===== src/rtl/wb_arb_pkg.sv =====
// Shared encodings and defaults for the two-master Wishbone arbiter.
package wb_arb_pkg;
  typedef enum logic [1:0] {
    IDLE = 2'd0,
    GNT0 = 2'd1,
    GNT1 = 2'd2
  } arb_state_e;

  localparam int PRIORITY_RR    = 0;
  localparam int PRIORITY_FIXED = 1;

  localparam logic [31:0] TIMEOUT_DATA_DEFAULT = 32'hBADB_AD00;
endpackage


===== src/rtl/wb_arb_watchdog.sv =====
// Bus watchdog: counts stalled strobe cycles and flags the cycle that must be
// terminated because the slave never acknowledged.
module wb_arb_watchdog
  import wb_arb_pkg::*;
#(
  parameter int TIMEOUT_CYCLES = 255
) (
  input  logic clk_i,
  input  logic rst_i,
  input  logic stb_i,
  input  logic ack_i,
  input  logic grant_change_i,
  output logic timeout_o
);
  localparam bit          EN   = (TIMEOUT_CYCLES != 0);
  localparam logic [15:0] LAST = 16'(TIMEOUT_CYCLES - 1);

  logic [15:0] cnt;

  // cnt holds completed stalled cycles, so matching LAST means the current
  // cycle is stalled cycle number TIMEOUT_CYCLES.
  assign timeout_o = EN && stb_i && !ack_i && (cnt == LAST);

  always_ff @(posedge clk_i) begin
    if (rst_i)
      cnt <= '0;
    else if (grant_change_i || !stb_i || ack_i || timeout_o)
      cnt <= '0;
    else
      cnt <= cnt + 16'd1;
  end
endmodule


===== src/rtl/wb_arbiter.sv =====
// Two-master Wishbone arbiter: round-robin or fixed priority, grant held for
// a whole cyc, with a watchdog that terminates unacknowledged strobes.
module wb_arbiter
  import wb_arb_pkg::*;
#(
  parameter int                       WB_DATA_WIDTH  = 32,
  parameter int                       WB_ADDR_WIDTH  = 32,
  parameter int                       WB_SEL_WIDTH   = 4,
  parameter int                       PRIORITY_MODE  = PRIORITY_RR,
  parameter int                       TIMEOUT_CYCLES = 255,
  parameter logic [WB_DATA_WIDTH-1:0] TIMEOUT_DATA   = WB_DATA_WIDTH'(TIMEOUT_DATA_DEFAULT)
) (
  input  logic                     clk_i,
  input  logic                     rst_i,
  input  logic [WB_ADDR_WIDTH-1:0] wb_m0_addr_i,
  input  logic [WB_DATA_WIDTH-1:0] wb_m0_data_i,
  input  logic [WB_SEL_WIDTH-1:0]  wb_m0_sel_i,
  input  logic                     wb_m0_we_i,
  input  logic                     wb_m0_stb_i,
  input  logic                     wb_m0_cyc_i,
  output logic                     wb_m0_ack_o,
  output logic [WB_DATA_WIDTH-1:0] wb_m0_data_o,
  input  logic [WB_ADDR_WIDTH-1:0] wb_m1_addr_i,
  input  logic [WB_DATA_WIDTH-1:0] wb_m1_data_i,
  input  logic [WB_SEL_WIDTH-1:0]  wb_m1_sel_i,
  input  logic                     wb_m1_we_i,
  input  logic                     wb_m1_stb_i,
  input  logic                     wb_m1_cyc_i,
  output logic                     wb_m1_ack_o,
  output logic [WB_DATA_WIDTH-1:0] wb_m1_data_o,
  output logic [WB_ADDR_WIDTH-1:0] wb_s_addr_o,
  output logic [WB_DATA_WIDTH-1:0] wb_s_data_o,
  output logic [WB_SEL_WIDTH-1:0]  wb_s_sel_o,
  output logic                     wb_s_we_o,
  output logic                     wb_s_stb_o,
  output logic                     wb_s_cyc_o,
  input  logic                     wb_s_ack_i,
  input  logic [WB_DATA_WIDTH-1:0] wb_s_data_i,
  output logic [1:0]               grant_o,
  output logic                     timeout_o
);
  arb_state_e state, state_nxt;
  logic       last_grant;  // 1: master 1 was granted most recently
  logic       arb_en;
  logic       g0, g1;
  logic       stb_sel;
  logic       timeout;
  logic       ack_any;
  logic [WB_DATA_WIDTH-1:0] rdata;

  assign g0 = (state == GNT0);
  assign g1 = (state == GNT1);

  always_comb begin
    state_nxt = state;
    arb_en    = (state == IDLE) || (g0 && !wb_m0_cyc_i) || (g1 && !wb_m1_cyc_i);
    if (arb_en) begin
      if (wb_m0_cyc_i && wb_m1_cyc_i)
        state_nxt = (PRIORITY_MODE == PRIORITY_FIXED || !last_grant) ? GNT1 : GNT0;
      else if (wb_m0_cyc_i)
        state_nxt = GNT0;
      else if (wb_m1_cyc_i)
        state_nxt = GNT1;
      else
        state_nxt = IDLE;
    end
  end

  always_ff @(posedge clk_i) begin
    if (rst_i) begin
      state      <= IDLE;
      last_grant <= 1'b1;
    end else begin
      state <= state_nxt;
      if (state_nxt != state && state_nxt != IDLE)
        last_grant <= (state_nxt == GNT1);
    end
  end

  always_comb begin
    wb_s_addr_o = '0;
    wb_s_data_o = '0;
    wb_s_sel_o  = '0;
    wb_s_we_o   = 1'b0;
    wb_s_cyc_o  = 1'b0;
    stb_sel     = 1'b0;
    case (state)
      GNT0: begin
        wb_s_addr_o = wb_m0_addr_i;
        wb_s_data_o = wb_m0_data_i;
        wb_s_sel_o  = wb_m0_sel_i;
        wb_s_we_o   = wb_m0_we_i;
        wb_s_cyc_o  = wb_m0_cyc_i;
        stb_sel     = wb_m0_stb_i;
      end
      GNT1: begin
        wb_s_addr_o = wb_m1_addr_i;
        wb_s_data_o = wb_m1_data_i;
        wb_s_sel_o  = wb_m1_sel_i;
        wb_s_we_o   = wb_m1_we_i;
        wb_s_cyc_o  = wb_m1_cyc_i;
        stb_sel     = wb_m1_stb_i;
      end
      default: ;
    endcase
  end

  wb_arb_watchdog #(
    .TIMEOUT_CYCLES(TIMEOUT_CYCLES)
  ) u_watchdog (
    .clk_i          (clk_i),
    .rst_i          (rst_i),
    .stb_i          (stb_sel),
    .ack_i          (wb_s_ack_i),
    .grant_change_i (state_nxt != state),
    .timeout_o      (timeout)
  );

  // A terminated strobe must not also reach the slave; acks are suppressed
  // while reset abandons the transfer.
  assign wb_s_stb_o   = stb_sel & ~timeout;
  assign ack_any      = (wb_s_ack_i | timeout) & ~rst_i;
  assign rdata        = timeout ? TIMEOUT_DATA : wb_s_data_i;
  assign wb_m0_ack_o  = g0 & ack_any;
  assign wb_m1_ack_o  = g1 & ack_any;
  assign wb_m0_data_o = g0 ? rdata : '0;
  assign wb_m1_data_o = g1 ? rdata : '0;
  assign grant_o      = {g1, g0};
  assign timeout_o    = timeout & ~rst_i;
endmodule


===== config.mk =====
export PLATFORM = sky130hd
export DESIGN_NAME = wb_arbiter
export DESIGN_NICKNAME = d
export VERILOG_FILES = /design/src/rtl/wb_arb_pkg.sv /design/src/rtl/wb_arb_watchdog.sv /design/src/rtl/wb_arbiter.sv
export SDC_FILE = /design/constraint.sdc
export NUM_CORES = 1
export LEC_CHECK = 0
export ABC_AREA = 1
export CAP_MARGIN = 5
export CORE_AREA = 2 2 122 124
export DETAILED_ROUTE_END_ITERATION = 10
export DIE_AREA = 0 0 124 126
export PLACE_DENSITY = 0.66
export SYNTH_ARGS = -nofsm -noshare
export SYNTH_HDL_FRONTEND = slang
export SYNTH_SLANG_ARGS = --single-unit

===== constraint.sdc =====
create_clock -name clk_i -period 1.9 [get_ports clk_i]
set_input_delay 0.19 -clock clk_i [delete_from_list [all_inputs] [get_ports clk_i]]
set_output_delay 0.19 -clock clk_i [all_outputs]
set_load 0.005 [all_outputs]

## Word level (Yosys, flattened, before mapping)

Index checks and enable logic that the tools add are counted.

| word-level totals | value |
|---|---|
| bits in registers | 19 |
| bits in latches | 0 |
| RAM bits | 0 |
| ROM bits | 0 |
| bits of input ports | 177 |
| output and inout bits | 140 |
| word-level logic and storage cells | 49 |
| memories kept | 0 |

| operators by class | value |
|---|---|
| add/subtract/negate cells | 1 |
| $mul | 0 |
| divide/modulo/power cells | 0 |
| magnitude comparators | 0 |
| equal/unequal tests | 5 |
| shift operators | 0 |
| muxes and demuxes | 14 |
| bitwise operators | 8 |
| reduce and logical (&&, ||, !) cells | 18 |

Operators with widths:

| cell | number |
|---|---|
| 32-bit one-hot mux with 2 select lines | 2 |
| 32-bit two-way mux | 3 |
| 16-bit by 1-bit adder with 16-bit output, second input constant | 1 |
| 16-bit by 8-bit == test with 1-bit output, second input constant | 1 |
| 2-bit two-way mux | 5 |
| 4-bit one-hot mux with 2 select lines | 1 |
| 1-bit logical AND | 6 |
| 1-bit one-hot mux with 2 select lines | 3 |
| 1-bit bitwise AND | 5 |
| 1-bit logical OR | 5 |
| 2-bit == test, second input constant | 2 |
| 1-bit zero test | 4 |
| 2-bit by 1-bit == test with 1-bit output, second input constant | 1 |
| 2-bit zero test | 1 |
| 2-bit != test | 1 |
| 1-bit inverter | 2 |
| 2-bit nonzero test | 1 |
| 2-bit OR reduction | 1 |
| 1-bit bitwise OR | 1 |

## Longest topological paths before layout

Gate-level depths: netlist of the first run.

| depth | value |
|---|---|
| depth in word-level cells | 10 |
| mapped depth | 12 |
| depth with buffers taken out | 10 |

## By module

From an unflattened synthesis of the first run, not the netlist that was laid out.

| second synthesis, totals | value |
|---|---|
| cells, all modules | 515 |
| area total of the unflattened synthesis | 2686.3 um2 |

By module, submodules not included:

| module | instances | cells an instance | area each (um2) |
|---|---|---|---|
| wb_arbiter | 1 | 393 | 1851.8 |
| wb_arb_watchdog | 1 | 122 | 834.6 |

## Worst setup path before layout of the first run

Ideal clock, no wire load.

| path | value |
|---|---|
| path type | register to output |
| start | reg state[1] |
| end | out wb_m0_data_o[10] |
| arrival time | 1526 ps |
| data required time | 1710 ps |
| slack | 184 ps |
| cell stages (with the launch flop) | 13 |
| cell sequence | dfxtp_1 -> inv_1 -> ha_1 -> buf_6 -> nand2_1 -> nand2_1 -> nand2_1 -> nor2_2 -> inv_2 -> nor2_4 -> inv_2 -> buf_6 -> a21oi_1 |

| on the way | value |
|---|---|
| cells in the longest elaborated chain, start to end | 6 |

RTL lines:

| element | line | source |
|---|---|---|
| start, declared | wb_arbiter.sv:42 | `arb_state_e state, state_nxt;` |
| start signal, assigned | wb_arbiter.sv:74 | `state <= state_nxt;` |
| 2-bit by 1-bit == test with 1-bit output * | wb_arbiter.sv:51 | `assign g0 = (state == GNT0);` |
| via g0 | wb_arbiter.sv:45 | `logic g0, g1;` |
| 1-bit one-hot mux with 2 select lines | wb_arbiter.sv:87 | `case (state)` |
| 1-bit logical AND (2 in a row) | wb_arb_watchdog.sv:22 | `assign timeout_o = EN && stb_i && !ack_i && (cnt == LAST);` |
| 32-bit two-way mux | wb_arbiter.sv:123 | `assign rdata = timeout ? TIMEOUT_DATA : wb_s_data_i;` |
| 32-bit two-way mux * | wb_arbiter.sv:126 | `assign wb_m0_data_o = g0 ? rdata : '0;` |
| end, declared | wb_arbiter.sv:22 | `output logic [WB_DATA_WIDTH-1:0] wb_m0_data_o,` |

Mark *: on every way through the listed nets, which the timed path passes. The rest lies on a longest branch.

## Worst setup path after layout of the first run

| path | value |
|---|---|
| start | reg state[1] |
| end | out wb_m1_data_o[12] |

| on the way | value |
|---|---|
| cells in the longest elaborated chain, start to end | 6 |

RTL lines:

| element | line | source |
|---|---|---|
| 2-bit == test / 2-bit by 1-bit == test with 1-bit output (equally long branches) | wb_arbiter.sv:52, wb_arbiter.sv:87 |  |
| 1-bit one-hot mux with 2 select lines | wb_arbiter.sv:87 |  |
| 1-bit logical AND (2 in a row) | wb_arb_watchdog.sv:22 |  |
| 32-bit two-way mux | wb_arbiter.sv:123 |  |
| 32-bit two-way mux * | wb_arbiter.sv:127 | `assign wb_m1_data_o = g1 ? rdata : '0;` |
| end, declared | wb_arbiter.sv:30 | `output logic [WB_DATA_WIDTH-1:0] wb_m1_data_o,` |

Mark *: on every way between the ends. The rest lies on a longest branch, timed or not.

==> impl_metrics.csv, run 1 <==
group,metric,value,unit
final_layout,nNetsFinal,1030,
placement,postPlaceCellArea,6220,sq um
timing,slew_viol_final,0,
worst_setup_path,cp_max_fo,7,
grt,grt_pass1_vias,4137,
floorplan,rows,44,
pwr,internal_power,1.91,mW
final_layout,antenna_cells,0,
worst_setup_path,worstPathArrival,1.81,ns
grt,grt-ovfl-total,0,
timing,hold_violations,0,
worst_setup_path,reg2reg_to,"u_watchdog.cnt[15]",
clock_network,cts_tree,"built",
clock_network,clock-sinks,19,
clock_network,holdBufCountCts,0,
floorplan,pin_count,317,
timing,slew_headroom,68.6,%
pwr,switching_share,41.5,%
clock_network,htree_levels,1,
worst_hold_path,hold_path.startpoint,"u_watchdog.cnt[0]",
worst_setup_path,rr_startpoint,"state[1]",
floorplan,die-area,15600,sq um
grt,grt_usage,18.1,%
final_layout,seq_area,389,sq um
placement,place.gp.congestion,0.850,
routing,routed_via_density,4.38,
final_layout,multi_input_comb_area,2160,sq um
routing,vias,4517,
synthesis,synth_area,2640,sq um
worst_hold_path,min_to,"u_watchdog.cnt[0]",
clock_network,path_clk_slew,0.05,ns
grt,grt_pass1_wl,22200,microns
outcome,outcome,"complete, but fails checks",
routing,wl_per_cell,15.3,microns
worst_hold_path,whs_path_depth,2,
worst_setup_path,required,1.71,ns
clock_network,cts_made_buffers,3,
worst_setup_path,rr_worst_depth,12,
routing,ant_nets,0,
pwr,leakagePower,2.83,nW
pwr,vdd_drop_max,0.224,mV
floorplan,die_x,124,microns
grt,grt_max_degree,34,
synthesis,seq_area_frac_synth,14.4,%
pwr,power.density,504,nW/um^2
pwr,seqPwrFrac,13.4,%
worst_setup_path,critPathLaunchType,"register",
synthesis,ys_ff_latch,19,
final_layout,num-fill-cells,1516,
run,cap_violations,0,
timing,max_freq,499,MHz
floorplan,core,14300,sq um
placement,dp_hpwl,12100,microns
synthesis,yosys_warnings,0,
clock_network,insertion_delay,0.25,ns
timing,worst_slack,-0.104,ns
worst_hold_path,min_path_type,"register to register",
synthesis,syn_area_per_cell,5.24,sq um
worst_setup_path,crit_type,"register to output pin",
synthesis,synthCells,505,
pwr,power,3.26,mW
routing,first_iter_violations,156,
clock_network,clockRootBuffer,"clkbuf_16",
pwr,p_sw,1.35,mW
routing,drc_errors,0,
routing,dr.pass1.iters,5,
worst_setup_path,cp-end-kind,"output pin",
timing,final.setup_skew,0.00100,ns
clock_network,clk_path_buf_depth,2,
pwr,clock_power_share,13.2,%
timing,tightest_slew,0.468,ns
final_layout,syn_to_final_growth,145,%
final_layout,final_area,6470,sq um
timing,rsz0062_at_grt,"true",
timing,post-route-min-period,2.00,ns
placement,io_buffers,316,
synthesis,syn-num-nets,687,
worst_setup_path,ff2ff_setup_slack,0.07,ns
grt,antenna_found_initial,0,
timing,setup_viol,71,
floorplan,die_height,126,microns
floorplan,initial_core_util,18.5,%
pwr,combPwrFrac,73.3,%
synthesis,synth_cell_types,23,
final_layout,drive_gt1_share,30.1,%
routing,drt-total-wl,15800,microns
timing,timing.final.crit_share,105,%
outcome,violations,"negative setup slack",
[stage by stage]
step | utilization, % | hold slack (ns) | std cells | setup TNS (ns) | worst slack, ns
after detailed placement | 43.5 | 0.502 | 1011 | -27.57 | -0.384
final | 45.2 | 0.498 | 1031 | -4.55 | -0.104
after global routing | 45.2 | 0.524 | 1031 | -13.67 | -0.198
after CTS | 44.8 | 0.511 | 1025 | -8.85 | -0.214
after floorplan | - | 0.262 | 505 | 0 | 0.184
after global placement | 43.5 | 0.497 | 1011 | -25.53 | -0.337
[logic make-up (layout without fill, tap and decap cells)]
family          Yosys count  in the layout  synth area share (%)
compound gates          111            111                  21.1
xor+xnor                 13             13                  4.31
fa+ha+maj                 5              5                  2.37
buf+inv                 100            442                  16.3
flops                    19             19                  14.4
simple gates            257            257                  41.5
[area by class of cell]
cell class / count / area share (%)
clock buffer: 4 / 1.22
inverter: 62 / 3.95
multi-input combinational: 386 / 33.4
sequential: 19 / 6.02
tap: 184 / 3.56
timing repair buffer: 375 / 51.6
timing repair inverter: 1 / 0.310
[synthesized netlist by cell type]
master	n	share of area, %
a21oi_1	107	20
buf_2	3	0.57
buf_4	2	0.57
buf_6	6	2.6
clkbuf_1	27	3.8
dfxtp_1	19	14
ha_1	5	2.4
inv_1	58	8.2
inv_2	4	0.57
nand2_1	167	24
nand2_2	2	0.47
nand3_1	12	2.3
nand3_2	2	0.76
nand4_1	3	0.71
nor2_1	19	2.7
nor2_2	13	3.1
nor2_4	1	0.43
nor3_1	37	7.0
nor3_2	1	0.38
o21ai_0	3	0.57
o21bai_1	1	0.28
xnor2_1	3	0.99
xor2_1	10	3.3
[what timing repair did]
action / CTS / global route
gates resized for setup: 359 / 168
pin swaps: 6 / 15
setup endpoints to repair: 139 / 134
cloned: 3 / 4
setup buffers: 7 / 4
[power groups by stage]
| stage | Sequential (mW) | Clock [mW] | Combinational, mW |
|---|---|---|---|
| final | 0.438 | 0.432 | 2.39 |
| after global routing | 0.440 | 0.458 | 2.62 |
| after CTS | 0.439 | 0.444 | 2.32 |
| after detailed placement | 0.435 | 0 | 2.27 |
| after global placement | 0.434 | 0 | 2.28 |
| after floorplan | 0.432 | 0 | 0.885 |
[flip-flops by register name, indices dropped and copies added, names as in the netlist]
| signal | count |
|---|---|
| last_grant | 1 |
| state | 2 |
| u_watchdog.cnt | 16 |
[per-layer routing]
metal,wire length (microns),vias up,global-route usage [%]
met2,7650,178,31.8
li1,-,2284,-
met5,0,-,0
met3,2000,10,8.11
met4,108,0,1.85
met1,6030,2045,20.7
[worst max-delay path by stage]
stage | end | from
detailed placement | wb_m0_data_o[8] | wb_m1_stb_i
CTS | wb_m0_data_o[14] | state[0]
global route | wb_m1_data_o[12] | state[1]
finish | wb_m1_data_o[12] | state[1]
global placement | wb_m1_data_o[16] | wb_m0_stb_i
floorplan | wb_m0_data_o[10] | state[1]
[placed cells by master, fill, tap and decap left out, types with 3 or more instances in the layout]
cell,Yosys,routed
clkdlybuf4s50_1,0,178
nand2_1,167,159
a21oi_1,107,73
inv_1,58,54
buf_2,3,54
clkbuf_2,0,44
buf_4,2,37
a21oi_2,0,33
dlygate4sd2_1,0,30
nor3_1,37,20
nor2_1,19,19
nor3_2,1,16
dfxtp_1,19,16
nand3_1,12,12
nor2_2,13,11
xor2_1,10,10
buf_12,0,9
nand2_2,2,8
buf_6,6,8
clkdlybuf4s15_1,0,8
clkbuf_16,0,6
inv_2,4,4
nor2_4,1,3
o21ai_0,3,3
nand4_1,3,3
xnor2_1,3,3
ha_4,0,3
buf_16,0,3
[worst max-delay path, stage by stage, from the launching register on]
cell and delay (ns):
dfxtp_4 0.36, inv_4 0.08, ha_4 0.15, nand2_2 0.05, nand2_2 0.06, nand2_2 0.06, nor2_2 0.09, inv_2 0.05
nor2_4 0.11, buf_12 0.18, clkbuf_16 0.18, nor3_2 0.04, buf_2 0.13
(Power assumes the default switching activity.)
==> run 2: changes to the inputs <==
- SETUP_SLACK_MARGIN: default -> 0.3
==> run 2 against run 1 <==
Net effect: the flow still finishes with violations (negative setup slack); global-route usage rose by 0.96 points; final area rose by 11%; worst setup slack got worse by 0.045 ns; sequential power barely moved; via count rose by 5.9%; register-to-register slack got worse by 0.20 ns; die area did not move.
==> impl_metrics.csv, run 2 (synthesis results as in run 1) <==
group,metric,value,unit
outcome,outcome,"complete, but fails checks",
outcome,violations,"negative setup slack",
routing,vias,4782,
grt,grt_pass1_vias,4391,
timing,slew_headroom,69.4,%
placement,io_buffers,316,
clock_network,clock-sinks,19,
final_layout,nNetsFinal,1058,
worst_setup_path,ff2ff_setup_slack,-0.13,ns
clock_network,holdBufCountCts,0,
floorplan,core,14300,sq um
timing,worst_slack,-0.148,ns
worst_setup_path,crit_type,"register to output pin",
grt,grt_max_degree,37,
routing,first_iter_violations,161,
routing,wl_per_cell,17.4,microns
clock_network,path_clk_slew,0.05,ns
placement,place.gp.congestion,0.828,
final_layout,regMostFlops,"u_watchdog.cnt",
timing,fin_hold_ws,0.510,ns
final_layout,final_cells,1059,
worst_setup_path,path_cells,"inv_6, ha_4, nand2_4, nor2_4, inv_2, nor2_4, buf_6, buf_12, clkbuf_16, nor3_2, buf_2",
timing,max_freq,488,MHz
final_layout,final_common_cell,"clkdlybuf4s50_1",
timing,rsz0062_at_grt,"true",
worst_setup_path,critPathLaunchType,"register",
grt,grt-ovfl-total,0,
final_layout,antenna_cells,0,
worst_setup_path,cp_top_family,"buffers and inverters",
timing,hold_violations,0,
placement,dp_hpwl,11800,microns
clock_network,cts_made_buffers,3,
routing,drt-total-wl,18400,microns
floorplan,pin_count,317,
pwr,vdd_drop_max,0.404,mV
worst_setup_path,worstPathArrival,1.86,ns
final_layout,num-fill-cells,1419,
worst_setup_path,cp_max_fo,4,
floorplan,die_x,124,microns
timing,setup_viol,96,
grt,grt_pass1_wl,23500,microns
worst_setup_path,crit_path_top_delay_cell,"dfxtp_4",
clock_network,cts_tree,"built",
final_layout,drive_gt1_share,42.6,%
worst_setup_path,crit_buf_inv,6,
final_layout,syn_to_final_growth,172,%
pwr,power,3.94,mW
routing,ant_nets,0,
grt,antenna_found_initial,0,
timing,final.setup_skew,0.00235,ns
worst_setup_path,required,1.71,ns
clock_network,clk_path_buf_depth,2,
final_layout,most-common-layout-cells,"177 x clkdlybuf4s50_1, 152 x nand2_1, 111 x buf_2",
timing,slew_viol_final,0,
floorplan,initial_core_util,18.5,%
floorplan,die_height,126,microns
floorplan,die-area,15600,sq um
final_layout,fin_util,50.3,%
floorplan,rows,44,
placement,pre_cts_ws,-0.309,ns
routing,routed_via_density,4.52,
final_layout,largest_reg_flops,16,
worst_setup_path,cp-end-kind,"output pin",
final_layout,top_regs,"u_watchdog.cnt: 16 flops, state: 2 flops, last_grant: 1 flops",
timing,post-route-min-period,2.05,ns
run,cap_violations,0,
clock_network,htree_levels,1,
clock_network,clockRootBuffer,"clkbuf_16",
timing,tightest_slew,0.456,ns
clock_network,insertion_delay,0.25,ns
pwr,power.density,548,nW/um^2
routing,drc_errors,0,
grt,grt_usage,19.0,%
routing,dr.pass1.iters,4,
pwr,leakagePower,3.05,nW
worst_setup_path,crit_top_cell,"nor2_4",
timing,timing.final.crit_share,108,%
worst_hold_path,min_path_type,"register to register",
placement,placed_cells,1013,
worst_setup_path,slowest_delay,0.39,ns
run 2: final cells by class:
cell class | instances | area, sq um | share of cell area, %
timing repair buffer | 404 | 3840 | 53.4
multi-input combinational | 386 | 2410 | 33.4
tap | 184 | 230 | 3.20
sequential | 19 | 388 | 5.39
inverter | 62 | 250 | 3.48
clock buffer | 4 | 78.8 | 1.10
run 2: per-layer routing:
| metal | share of wire [%] | global-route usage [%] | up-vias |
|---|---|---|---|
| li1 | - | - | 2346 |
| met3 | 8.1 | 4.03 | 18 |
| met2 | 52 | 35.4 | 207 |
| met4 | 1.5 | 3.44 | 0 |
| met1 | 38 | 22.3 | 2211 |
| met5 | 0 | 0 | - |
run 2: repair_timing:
action / CTS / global route
gates cloned: 7 / 18
pin swaps: 3 / 21
buffers inserted: 5 / 12
endpoints found under the setup margin: 157 / 158
gates resized for setup: 471 / 207
endpoints found under the hold margin: 0 / 0
run 2: final timing paths:
check | start | to | cells after the start
min reg2reg | u_watchdog.cnt[0] | u_watchdog.cnt[0] | 2
max | state[0] | wb_m1_data_o[3] | 11
min | u_watchdog.cnt[0] | u_watchdog.cnt[0] | 2
max reg2reg | state[1] | u_watchdog.cnt[0] | 13
run 2: power by group:
group	leakage [nW]	switching [mW]	total, mW	internal, mW
clock network	0.0382	0.146	0.431	0.285
registers	0.155	0.0233	0.441	0.418
logic	2.86	1.49	3.07	1.58
total	3.05	1.66	3.94	2.28
run 2: tightest hold or removal path: stages (launching register included):
cell and delay [ns]:
dfxtp_1 0.32, buf_4 0.11, nor2_1 0.03
run 2: metrics by stage:
stage               area, sq um  setup TNS (ns)
floorplan                  2780               0
global placement           6470          -20.22
detailed placement         6470          -20.76
CTS                        6640           -4.00
global route               7200          -15.65
finish                     7200           -7.66
